===== src/rtl/fetch_unit_if.sv =====
// Fetch-stage bus bundle: instruction-memory port, redirect request,
// IF/ID handshake toward decode and the stop status flags.
interface fetch_unit_if;
    logic [31:0] imem_addr;
    logic [31:0] imem_instr;
    logic        br_taken;
    logic [31:0] br_target;
    logic        if_valid;
    logic        if_ready;
    logic [31:0] if_instr;
    logic [31:0] if_pc;
    logic [31:0] if_pc_plus8;
    logic        halted;
    logic        fault;

    modport master (
        output imem_addr,
        input  imem_instr,
        input  br_taken,
        input  br_target,
        output if_valid,
        input  if_ready,
        output if_instr,
        output if_pc,
        output if_pc_plus8,
        output halted,
        output fault
    );

    modport slave (
        input  imem_addr,
        output imem_instr,
        output br_taken,
        output br_target,
        input  if_valid,
        output if_ready,
        input  if_instr,
        input  if_pc,
        input  if_pc_plus8,
        input  halted,
        input  fault
    );
endinterface


===== src/rtl/fetch_unit.sv =====
// Instruction fetch: owns the PC, captures memory words into the IF/ID
// register, handles redirects, and stops at the image end or on a bad target.
//
// state      | meaning
// -----------+--------------------------------------------------------------
// ST_RUN     | fetching sequentially, one capture per accepted slot
// ST_HALTED  | last word captured; waits for a legal redirect
// ST_FAULTED | illegal redirect seen; only reset recovers
module fetch_unit #(
    parameter logic [31:0] RESET_PC  = 32'h0000_0000,
    parameter int          MEM_WORDS = 64
) (
    input  logic          clk,
    input  logic          rst_n,
    fetch_unit_if.master  bus
);

    localparam logic [31:0] LAST = 32'(MEM_WORDS * 4 - 4);

    typedef enum logic [1:0] {
        ST_RUN     = 2'd0,
        ST_HALTED  = 2'd1,
        ST_FAULTED = 2'd2
    } state_t;

    state_t      state, state_nxt;
    logic [31:0] pc, pc_nxt;
    logic        valid, valid_nxt;
    logic [31:0] instr, instr_nxt;
    logic [31:0] ipc, ipc_nxt;
    logic        cap;
    logic        target_ok;

    always_ff @(posedge clk) begin
        if (!rst_n) begin
            state <= ST_RUN;
            pc    <= RESET_PC;
            valid <= 1'b0;
            instr <= 32'h0;
            ipc   <= 32'h0;
        end else begin
            state <= state_nxt;
            pc    <= pc_nxt;
            valid <= valid_nxt;
            instr <= instr_nxt;
            ipc   <= ipc_nxt;
        end
    end

    assign cap       = !valid || bus.if_ready;
    assign target_ok = (bus.br_target[1:0] == 2'b00) && (bus.br_target <= LAST);

    always_comb begin
        state_nxt = state;
        pc_nxt    = pc;
        valid_nxt = valid;
        instr_nxt = instr;
        ipc_nxt   = ipc;

        // A faulted fetch ignores redirects entirely; everywhere else they flush.
        if (bus.br_taken && state != ST_FAULTED) begin
            valid_nxt = 1'b0;
            if (target_ok) begin
                pc_nxt    = bus.br_target;
                state_nxt = ST_RUN;
            end else begin
                state_nxt = ST_FAULTED;
            end
        end else begin
            case (state)
                ST_RUN: begin
                    if (cap) begin
                        instr_nxt = bus.imem_instr;
                        ipc_nxt   = pc;
                        valid_nxt = 1'b1;
                        if (pc == LAST) begin
                            state_nxt = ST_HALTED;
                        end else begin
                            pc_nxt = pc + 32'd4;
                        end
                    end
                end
                ST_HALTED, ST_FAULTED: begin
                    if (bus.if_ready) begin
                        valid_nxt = 1'b0;
                    end
                end
                default: begin
                    state_nxt = ST_FAULTED;
                end
            endcase
        end
    end

    assign bus.imem_addr   = pc;
    assign bus.if_valid    = valid;
    assign bus.if_instr    = instr;
    assign bus.if_pc       = ipc;
    assign bus.if_pc_plus8 = ipc + 32'd8;
    assign bus.halted      = (state == ST_HALTED);
    assign bus.fault       = (state == ST_FAULTED);

endmodule


===== src/flat_wrapper.sv =====
// flat-port wrapper written by rule: the top's interface ports become plain ports
module fetch_unit_flat 
#(
    parameter logic [31:0] RESET_PC  = 32'h0000_0000,
    parameter int          MEM_WORDS = 64
)
  (clk, rst_n, bus_imem_addr, bus_imem_instr, bus_br_taken, bus_br_target, bus_if_valid, bus_if_ready, bus_if_instr, bus_if_pc, bus_if_pc_plus8, bus_halted, bus_fault);
  fetch_unit_if bus_i ();
  input  logic clk;
  input  logic rst_n;
  output wire logic [$bits(bus_i.imem_addr)-1:0] bus_imem_addr;
  input wire logic [$bits(bus_i.imem_instr)-1:0] bus_imem_instr;
  input wire logic [$bits(bus_i.br_taken)-1:0] bus_br_taken;
  input wire logic [$bits(bus_i.br_target)-1:0] bus_br_target;
  output wire logic [$bits(bus_i.if_valid)-1:0] bus_if_valid;
  input wire logic [$bits(bus_i.if_ready)-1:0] bus_if_ready;
  output wire logic [$bits(bus_i.if_instr)-1:0] bus_if_instr;
  output wire logic [$bits(bus_i.if_pc)-1:0] bus_if_pc;
  output wire logic [$bits(bus_i.if_pc_plus8)-1:0] bus_if_pc_plus8;
  output wire logic [$bits(bus_i.halted)-1:0] bus_halted;
  output wire logic [$bits(bus_i.fault)-1:0] bus_fault;
  assign bus_imem_addr = bus_i.imem_addr;
  assign bus_i.imem_instr = bus_imem_instr;
  assign bus_i.br_taken = bus_br_taken;
  assign bus_i.br_target = bus_br_target;
  assign bus_if_valid = bus_i.if_valid;
  assign bus_i.if_ready = bus_if_ready;
  assign bus_if_instr = bus_i.if_instr;
  assign bus_if_pc = bus_i.if_pc;
  assign bus_if_pc_plus8 = bus_i.if_pc_plus8;
  assign bus_halted = bus_i.halted;
  assign bus_fault = bus_i.fault;
  fetch_unit #(.RESET_PC(RESET_PC), .MEM_WORDS(MEM_WORDS)) u_core (.clk(clk), .rst_n(rst_n), .bus(bus_i));
endmodule

===== config.mk =====
export PLATFORM = sky130hd
export DESIGN_NAME = fetch_unit_flat
export DESIGN_NICKNAME = d
export VERILOG_FILES = /design/src/rtl/fetch_unit_if.sv /design/src/rtl/fetch_unit.sv /design/src/flat_wrapper.sv
export SDC_FILE = /design/constraint.sdc
export NUM_CORES = 1
export LEC_CHECK = 0
export CAP_MARGIN = 20
export CORE_UTILIZATION = 47
export CTS_CLUSTER_DIAMETER = 150
export DETAILED_ROUTE_END_ITERATION = 8
export GPL_ROUTABILITY_DRIVEN = 1
export PLACE_DENSITY = 0.95
export SLEW_MARGIN = 5
export SYNTH_ARGS = -nofsm -noshare
export SYNTH_HDL_FRONTEND = slang
export SYNTH_SLANG_ARGS = --single-unit

===== constraint.sdc =====
create_clock -name clk -period 5 [get_ports clk]
set_input_delay 1 -clock clk [delete_from_list [all_inputs] [get_ports clk]]
set_output_delay 1 -clock clk [all_outputs]
set_load 0.05 [all_outputs]

# After elaboration in Yosys (flattened, before gate mapping)
# Index checks and enable logic that the tools add are counted.
[totals]
regBits = 99
inputBits = 68
output_inout_bits = 131
wordCells = 49
[op_classes]
n_addsub = 2
order_cmp = 1
eq_ne = 11
muxes = 13
bitwise = 2
reduce_logical = 15
[ops]
columns = ["cell", "n"]
rows = [
  ["$mux 32", 5],
  ["$add 32x3->32 const B", 1],
  ["$add 32x4->32 const B", 1],
  ["$eq 32x8->1 const B", 1],
  ["$le 32x8->1 const B", 1],
  ["$reduce_and 3->1", 3],
  ["$mux 2", 4],
  ["$ne 2x1->1 const B", 4],
  ["$ne 3x1->1 const B", 2],
  ["$reduce_bool 2->1", 3],
  ["$logic_not 2->1", 2],
  ["$ne 2x2->1 const B", 2],
  ["$pmux 2 s2", 1],
  ["$reduce_and 4->1", 1],
  ["$reduce_or 2->1", 2],
  ["$eq 2x1->1 const B", 1],
  ["$eq 2x2->1 const B", 1],
  ["$logic_and 1x1->1", 2],
  ["$mux 1", 2],
  ["$not 1->1", 2],
  ["$pmux 1 s2", 1],
  ["$logic_not 1->1", 1],
  ["$logic_or 1x1->1", 1],
]

# Depth between registers and ports, before layout
# Gate-level depths: netlist of run 1.
[depth]
ltp_word = 5
mapped_depth = 10
ltp_nobuf = 8

# Worst setup path before layout of run 1
# Ideal clock, no wire load.
[synth_path]
path_type = "register -> output"
startpoint = "register u_core.ipc[5] (netlist: u_core.bus.if_pc[5])"
endpoint = "output bus_if_pc_plus8[28]"
t_arrival_ps = 2870
required_time_ps = 4000
setup_slack_ps = 1130
stages_incl_launch_ff = 9
path_buffers = 2
path_cell_list = "dfxtp_1 > and4_1 > clkbuf_1 > nand4_1 > or2_2 > clkbuf_1 > nor2_1 > nand2_1 > xnor2_1"
[synth_via]
elab_chain_len = 1
[synth_lines]
columns = ["element", "line_no", "rtl"]
rows = [
  ["from (decl)", "fetch_unit.sv:30", "logic [31:0] ipc, ipc_nxt;"],
  ["from (signal assigned)", "fetch_unit.sv:46", "ipc <= ipc_nxt;"],
  ["$add 32x4->32", "fetch_unit.sv:99", "assign bus.if_pc_plus8 = ipc + 32'd8;"],
  ["to (decl)", "flat_wrapper.sv:19", "output wire logic [$bits(bus_i.if_pc_plus8)-1:0] bus_if_pc_plus8;"],
]
# Every way passes these cells.

# Worst setup path in the final report of run 1
[layout_path]
startpoint = "register u_core.ipc[6] (netlist: u_core.bus.if_pc[6])"
endpoint = "output bus_if_pc_plus8[24]"
# The elaborated chain is that of the path after synthesis.

==> impl_metrics.tcl, run 1 <==
set metrics [dict create \
    status "complete, no violations" \
    p_switching_w 0.000809 \
    synthesis.instances 681 \
    rows 37 \
    ys_seq_area_share_pct 39.6 \
    ys_ff_latch 99 \
    hold_viol_final 0 \
    drt_wl_total_mm 15.0 \
    whs_ns 0.456 \
    num_vias 5508 \
    hpwl_mm 10.9 \
    diodes 0 \
    worstPathMaxFanout 6 \
    cts-htree-levels 3 \
    die_area_sq_um 11100 \
    p_leak_nw 2.51 \
    grt_usage_pct 26.6 \
    syn_nets 754 \
    cts_buffers 9 \
    rsz0062_at_grt "false" \
    slew_violations 0 \
    first_pass_iters 5 \
    final_common_cell "clkdlybuf4s50_1" \
    fmax_ghz 0.248 \
    period_share_pct 80.6 \
    worst_pin_slew_ns 0.833 \
    die_h_microns 105 \
    layout-drive-gt1-share_pct 4.95 \
    final_nets 918 \
    grt_overflow 0 \
    power_frac_seq_pct 41.4 \
    irDropWorstVdd_v 0.000245 \
    post_cts_buffers 0 \
    fin_skew_ns 0.0152 \
    clock_latency_ns 0.37 \
    cts_tree "yes" \
    syn_area_sq_um 5000 \
    synth_flop_cell "dfxtp_1" \
    slew_headroom_pct 44.5 \
    num-fill-cells 827 \
    first_global_vias 4880 \
    antenna_left 0 \
    antenna_found_initial 0 \
    crit_required_ns 4.00 \
    synth_top_area_share_pct 39.6 \
    power.density_nw_per_um2 302 \
    ys.warnings.count 0 \
    setup_violations 0 \
    grt_first_pass_wirelength_mm 23.8 \
    post-route-util_pct 70.4 \
    syn_area_per_cell_sq_um 7.35 \
    maxCapViolCount 0 \
    hold_path_class "reg2reg" \
    drcViolationCount 0 \
    portBuffers 198 \
    die-width_microns 105 \
    cts.root.buffer_cell "clkbuf_8" \
    post-route-min-period_ns 4.03 \
    grt_max_degree 61 \
    combPwrFrac_pct 32.1 \
    gp_congestion 0.871 \
    clock_tree.buffer_depth 2 \
    cts.sink_count 99 \
    synth-edff-count 0 \
    viasPerCell 5.59 \
    path_clk_slew_ns 0.10 \
    pwr-share-clk_pct 26.5 \
    ys_types 49 \
    area_growth_pct 45.3 \
    cts-resized-gates 0 \
    synth_top_cell_by_area "dfxtp_1" \
    core-area_sq_um 10300 \
    intPower_w 0.00139 \
    start_util_pct 48.5 \
    synthTopCellsByArea "dfxtp_1 (40%), nand2_1 (13%), a21oi_1 (10%), clkbuf_1 (3.2%), xnor2_1 (3.2%)" \
    io_pins 199 \
    cp.arrival_ns 3.03 \
    first_iter_violations 394 \
    cts_hold_buf 0 \
    final_cell_mix "clkdlybuf4s50_1 (198), nand2_1 (178), a21oi_1 (101)" \
    crit_path_end_kind "output pin" \
    p_sw_share_pct 36.9 \
    path_class "reg2out" \
    tns_ns 0 \
    async_flop_share_pct 0 \
    crit_path_start_kind "register" \
    avgRoutedWirePerCell_microns 15.3 \
]
## power by group through the flow
| stage | clock network [W] | registers (W) | logic (W) |
|---|---|---|---|
| global placement | 0 | 0.000923 | 0.000694 |
| floorplan | 0 | 0.00110 | 0.000275 |
| CTS | 0.000587 | 0.000907 | 0.000706 |
| global route | 0.000620 | 0.000917 | 0.000748 |
| detailed placement | 0 | 0.000926 | 0.000703 |
| finish | 0.000582 | 0.000908 | 0.000705 |
## critical path, cell delays in order, from the launching register on
cell and delay, ns:
dfxtp_1 0.44, and4_1 0.33, nand4_1 0.25, or2_2 0.43, nor3_1 0.24, xor2_1 0.16
clkdlybuf4s50_1 0.82
## layer usage
layer | GRT usage [%] | vias to the layer above | routed length, microns
li1 | - | 2684 | -
met1 | 33.2 | 2525 | 6170
met2 | 44.4 | 274 | 7240
met3 | 8.05 | 25 | 1360
met4 | 7.14 | 0 | 252
met5 | 0 | - | 0
## synthesized netlist by cell type, drive strengths merged, types with 3 or more instances
master and number:
buf 8, clkbuf 44, a31oi 11, a22oi 3
o21ai 16, nor4b 4, nand4 10, o32ai 6
o31ai 5, o211ai 3, and3 8, a21oi 101
xnor2 18, inv 7, nand2b 3, xor2 9
nand2 178, and4 6, ha 5, or2 8
and2 6, nor2 39, nor4 18, o21bai 4
o221a 5, o21a 5, dfxtp 99, nor2b 4
nor3 15, nand3 15
## flip-flops by register name, indices dropped and copies added (netlist names)
register and count:
u_core.bus.if_instr 32, u_core.bus.if_pc 32, u_core.bus.imem_addr 32, u_core.state 2, u_core.bus.if_valid 1
## final timing paths
path / start / to / slack, ns / cells after the start
worst max-delay path: u_core.bus.if_pc[6] / bus_if_pc_plus8[24] / 0.97 / 6
worst min-delay path: u_core.bus.if_instr[0] / u_core.bus.if_instr[0] / 0.46 / 2
worst min register to register: u_core.bus.if_instr[0] / u_core.bus.if_instr[0] / 0.46 / 2
worst max register to register: u_core.state[0] / u_core.bus.imem_addr[17] / 2.01 / 9
## cells by family (layout without fill, tap and decap cells)
| kind of cell | after synthesis | count (layout) | synth area share [%] |
|---|---|---|---|
| adder cells (fa/ha/maj) | 5 | 5 | 1.25 |
| flip-flops | 99 | 99 | 39.6 |
| multiplexers | 2 | 2 | 0.400 |
| AO/OA/AOI/OAI | 167 | 167 | 19.6 |
| buffers and inverters | 60 | 228 | 4.88 |
| AND/OR/NAND/NOR | 321 | 321 | 29.6 |
| XOR/XNOR | 27 | 27 | 4.73 |
## metrics by stage
stage	cells	cell area [sq um]	setup slack [ns]	total power, W
2_1_floorplan	681	5000	1.13	0.00137
3_3_place_gp	970	7040	1.38	0.00162
3_5_place_dp	970	7040	1.34	0.00163
4_1_cts	985	7270	0.932	0.00220
5_1_grt	985	7270	0.764	0.00229
6_report	985	7270	0.969	0.00220
## final cells by class
| type | instances | area (sq um) | area share, % |
|---|---|---|---|
| multi-input combinational | 522 | 2800 | 38.6 |
| timing repair buffer | 205 | 2060 | 28.3 |
| sequential | 99 | 1980 | 27.3 |
| tap | 136 | 170 | 2.34 |
| clock buffer | 10 | 138 | 1.89 |
| clock inverter | 5 | 85.1 | 1.17 |
| inverter | 8 | 30.0 | 0.413 |
No activity file was read; power rests on OpenSTA's default activity.
==> inputs of run 2 (changes only) <==
--- a/config.mk
+++ b/config.mk
@@ -6,11 +6,11 @@
 export NUM_CORES = 1
 export LEC_CHECK = 0
 export CAP_MARGIN = 20
-export CORE_UTILIZATION = 47
+export CORE_UTILIZATION = 40
 export CTS_CLUSTER_DIAMETER = 150
 export DETAILED_ROUTE_END_ITERATION = 8
 export GPL_ROUTABILITY_DRIVEN = 1
-export PLACE_DENSITY = 0.95
+export PLACE_DENSITY = 0.9
 export SLEW_MARGIN = 5
 export SYNTH_ARGS = -nofsm -noshare
 export SYNTH_HDL_FRONTEND = slang
==> constraint.sdc (replaced) <==
create_clock -name clk -period 3.33 [get_ports clk]
set_input_delay 0.666 -clock clk [delete_from_list [all_inputs] [get_ports clk]]
set_output_delay 0.666 -clock clk [all_outputs]
set_load 0.05 [all_outputs]
==> run 2 against run 1 <==
Power grew 65%. Critical path depth down 1. Worst hold slack worse by 0.0021 ns. Flip-flop and latch count unchanged. Setup slack lost 0.83 ns. Design area increased by 4.0%. Non-clock buffer count up 3. Count of clock-buffer cells in the layout stayed put. Register-to-register slack lost 1.1 ns. First-iteration DRC count shrank 3.8%. Sequential share of layout area shrank 1.1 points.
==> impl_metrics.tcl, run 2 (same netlist as run 1, synthesis figures left out) <==
set metrics [dict create \
    status "complete, no violations" \
    post_cts_buffers 0 \
    p_sw_share_pct 35.1 \
    setup_violations 0 \
    hold_viol_final 0 \
    viasPerCell 5.33 \
    rows 40 \
    portBuffers 198 \
    diodes 0 \
    maxCapViolCount 0 \
    final_nets 921 \
    worstPathMaxFanout 7 \
    crit_path_end_kind "output pin" \
    path_class "reg2out" \
    crit_path_start_kind "register" \
    power_frac_seq_pct 37.9 \
    layout-drive-gt1-share_pct 7.85 \
    first_global_vias 4785 \
    cts_buffers 9 \
    power.density_nw_per_um2 478 \
    first_pass_iters 5 \
    start_util_pct 41.3 \
    clock_latency_ns 0.35 \
    cp.arrival_ns 2.53 \
    first_iter_violations 379 \
    reg2reg_depth 8 \
    cts_tree "yes" \
    post-route-min-period_ns 3.20 \
    rrSetupSlack_ns 0.94 \
    final_cell_mix "clkdlybuf4s50_1 (182), nand2_1 (178), a21oi_1 (101)" \
    cts_hold_buf 0 \
    die_area_sq_um 13000 \
    fin_skew_ns 0.00809 \
    p_leak_nw 2.73 \
    die-width_microns 114 \
    clock_tree.buffer_depth 2 \
    core-area_sq_um 12100 \
    grt_usage_pct 23.7 \
    antenna_left 0 \
    drt_wl_total_mm 15.7 \
    hpwl_mm 11.3 \
    pwr-share-clk_pct 32.1 \
    period_share_pct 96.0 \
    slew_headroom_pct 53.3 \
    gp_congestion 0.842 \
    stdcell_count 1021 \
    drcViolationCount 0 \
    p_total_w 0.00362 \
    rsz0062_at_grt "false" \
    cts.root.buffer_cell "clkbuf_16" \
    grt_overflow 0 \
    grt_first_pass_wirelength_mm 24.3 \
    antenna_found_initial 0 \
    worst_pin_slew_ns 0.700 \
    hold_path_class "reg2reg" \
    whs_path_depth 2 \
    cts.sink_count 99 \
    cts-htree-levels 3 \
    num_vias 5441 \
    combPwrFrac_pct 30.0 \
    area_growth_pct 51.1 \
    p_switching_w 0.00127 \
    intPower_w 0.00235 \
    irDropWorstVdd_v 0.000275 \
    crit_required_ns 2.66 \
    cts-resized-gates 0 \
    fmax_ghz 0.313 \
    dp_cells 1005 \
    avgRoutedWirePerCell_microns 15.4 \
    fin_ws_ns 0.134 \
    dpl_worst_slack_ns 0.435 \
    tns_ns 0 \
    slew_violations 0 \
    die_h_microns 114 \
    grt_max_degree 59 \
    final_common_cell "clkdlybuf4s50_1" \
    path_clk_slew_ns 0.06 \
    io_pins 199 \
]
run 2: cell types whose count changed in the layout (fill, tap and decap cells not counted), sizes merged:
cell           before  now
inv                 9   11
buf                 7   22
clkdlybuf4s50     198  182
clkinvlp            1    0
dlymetal6s2s        0    4
run 2: worst paths after layout:
| path | startpoint | endpoint |
|---|---|---|
| worst max-delay path | u_core.bus.if_pc[5] | bus_if_pc_plus8[18] |
| worst min-delay path | u_core.bus.if_instr[2] | u_core.bus.if_instr[2] |
| worst max register to register | u_core.bus.imem_addr[2] | u_core.bus.imem_addr[2] |
| worst min register to register | u_core.bus.if_instr[2] | u_core.bus.if_instr[2] |
run 2: layer usage:
metal / up-vias / GRT usage, % / share of wire [%]
met3: 21 / 4.68 / 8.0
met5: - / 0 / 0
met1: 2472 / 31.4 / 43
met2: 250 / 37.9 / 47
met4: 0 / 9.44 / 1.8
li1: 2698 / - / -
run 2: power groups by stage:
stage                     combinational [W]  clock [W]  sequential, W
after floorplan                    0.000414          0        0.00165
after global placement              0.00107          0        0.00139
after detailed placement            0.00108          0        0.00139
after CTS                           0.00109    0.00118        0.00137
after global routing                0.00115    0.00123        0.00138
final                               0.00108    0.00116        0.00137
run 2: worst max-delay path, stage by stage, from the launching register on:
cell and delay, ns:
dfxtp_1 0.45, and4_1 0.34, nand4_1 0.24, nand2b_1 0.23, xnor2_1 0.12, clkdlybuf4s50_1 0.81
run 2: layout make-up:
class / instances / area [sq um]
Sequential cell: 99 / 1980
Clock inverter: 6 / 95.1
Timing Repair Buffer: 208 / 2140
Multi-Input combinational cell: 522 / 2870
Inverter: 8 / 30.0
Fill cell: 1066 / 4550
Clock buffer: 10 / 239
Tap cell: 168 / 210
run 2: per-stage QoR:
stage | utilization [%] | cell area, sq um | hold slack (ns)
after global placement | 59.5 | 7200 | 0.440
after floorplan | - | 5050 | 0.509
final | 62.4 | 7560 | 0.454
after global routing | 62.4 | 7560 | 0.469
after CTS | 62.2 | 7540 | 0.455
after detailed placement | 59.5 | 7200 | 0.446
==> inputs of run 3 (changes only) <==
--- a/config.mk
+++ b/config.mk
@@ -11,7 +11,6 @@
 export DETAILED_ROUTE_END_ITERATION = 8
 export GPL_ROUTABILITY_DRIVEN = 1
 export PLACE_DENSITY = 0.9
-export SLEW_MARGIN = 5
 export SYNTH_ARGS = -nofsm -noshare
 export SYNTH_HDL_FRONTEND = slang
 export SYNTH_SLANG_ARGS = --single-unit
==> results of run 3 <==
Final layout, timing and power as in run 2 (identical DEF).
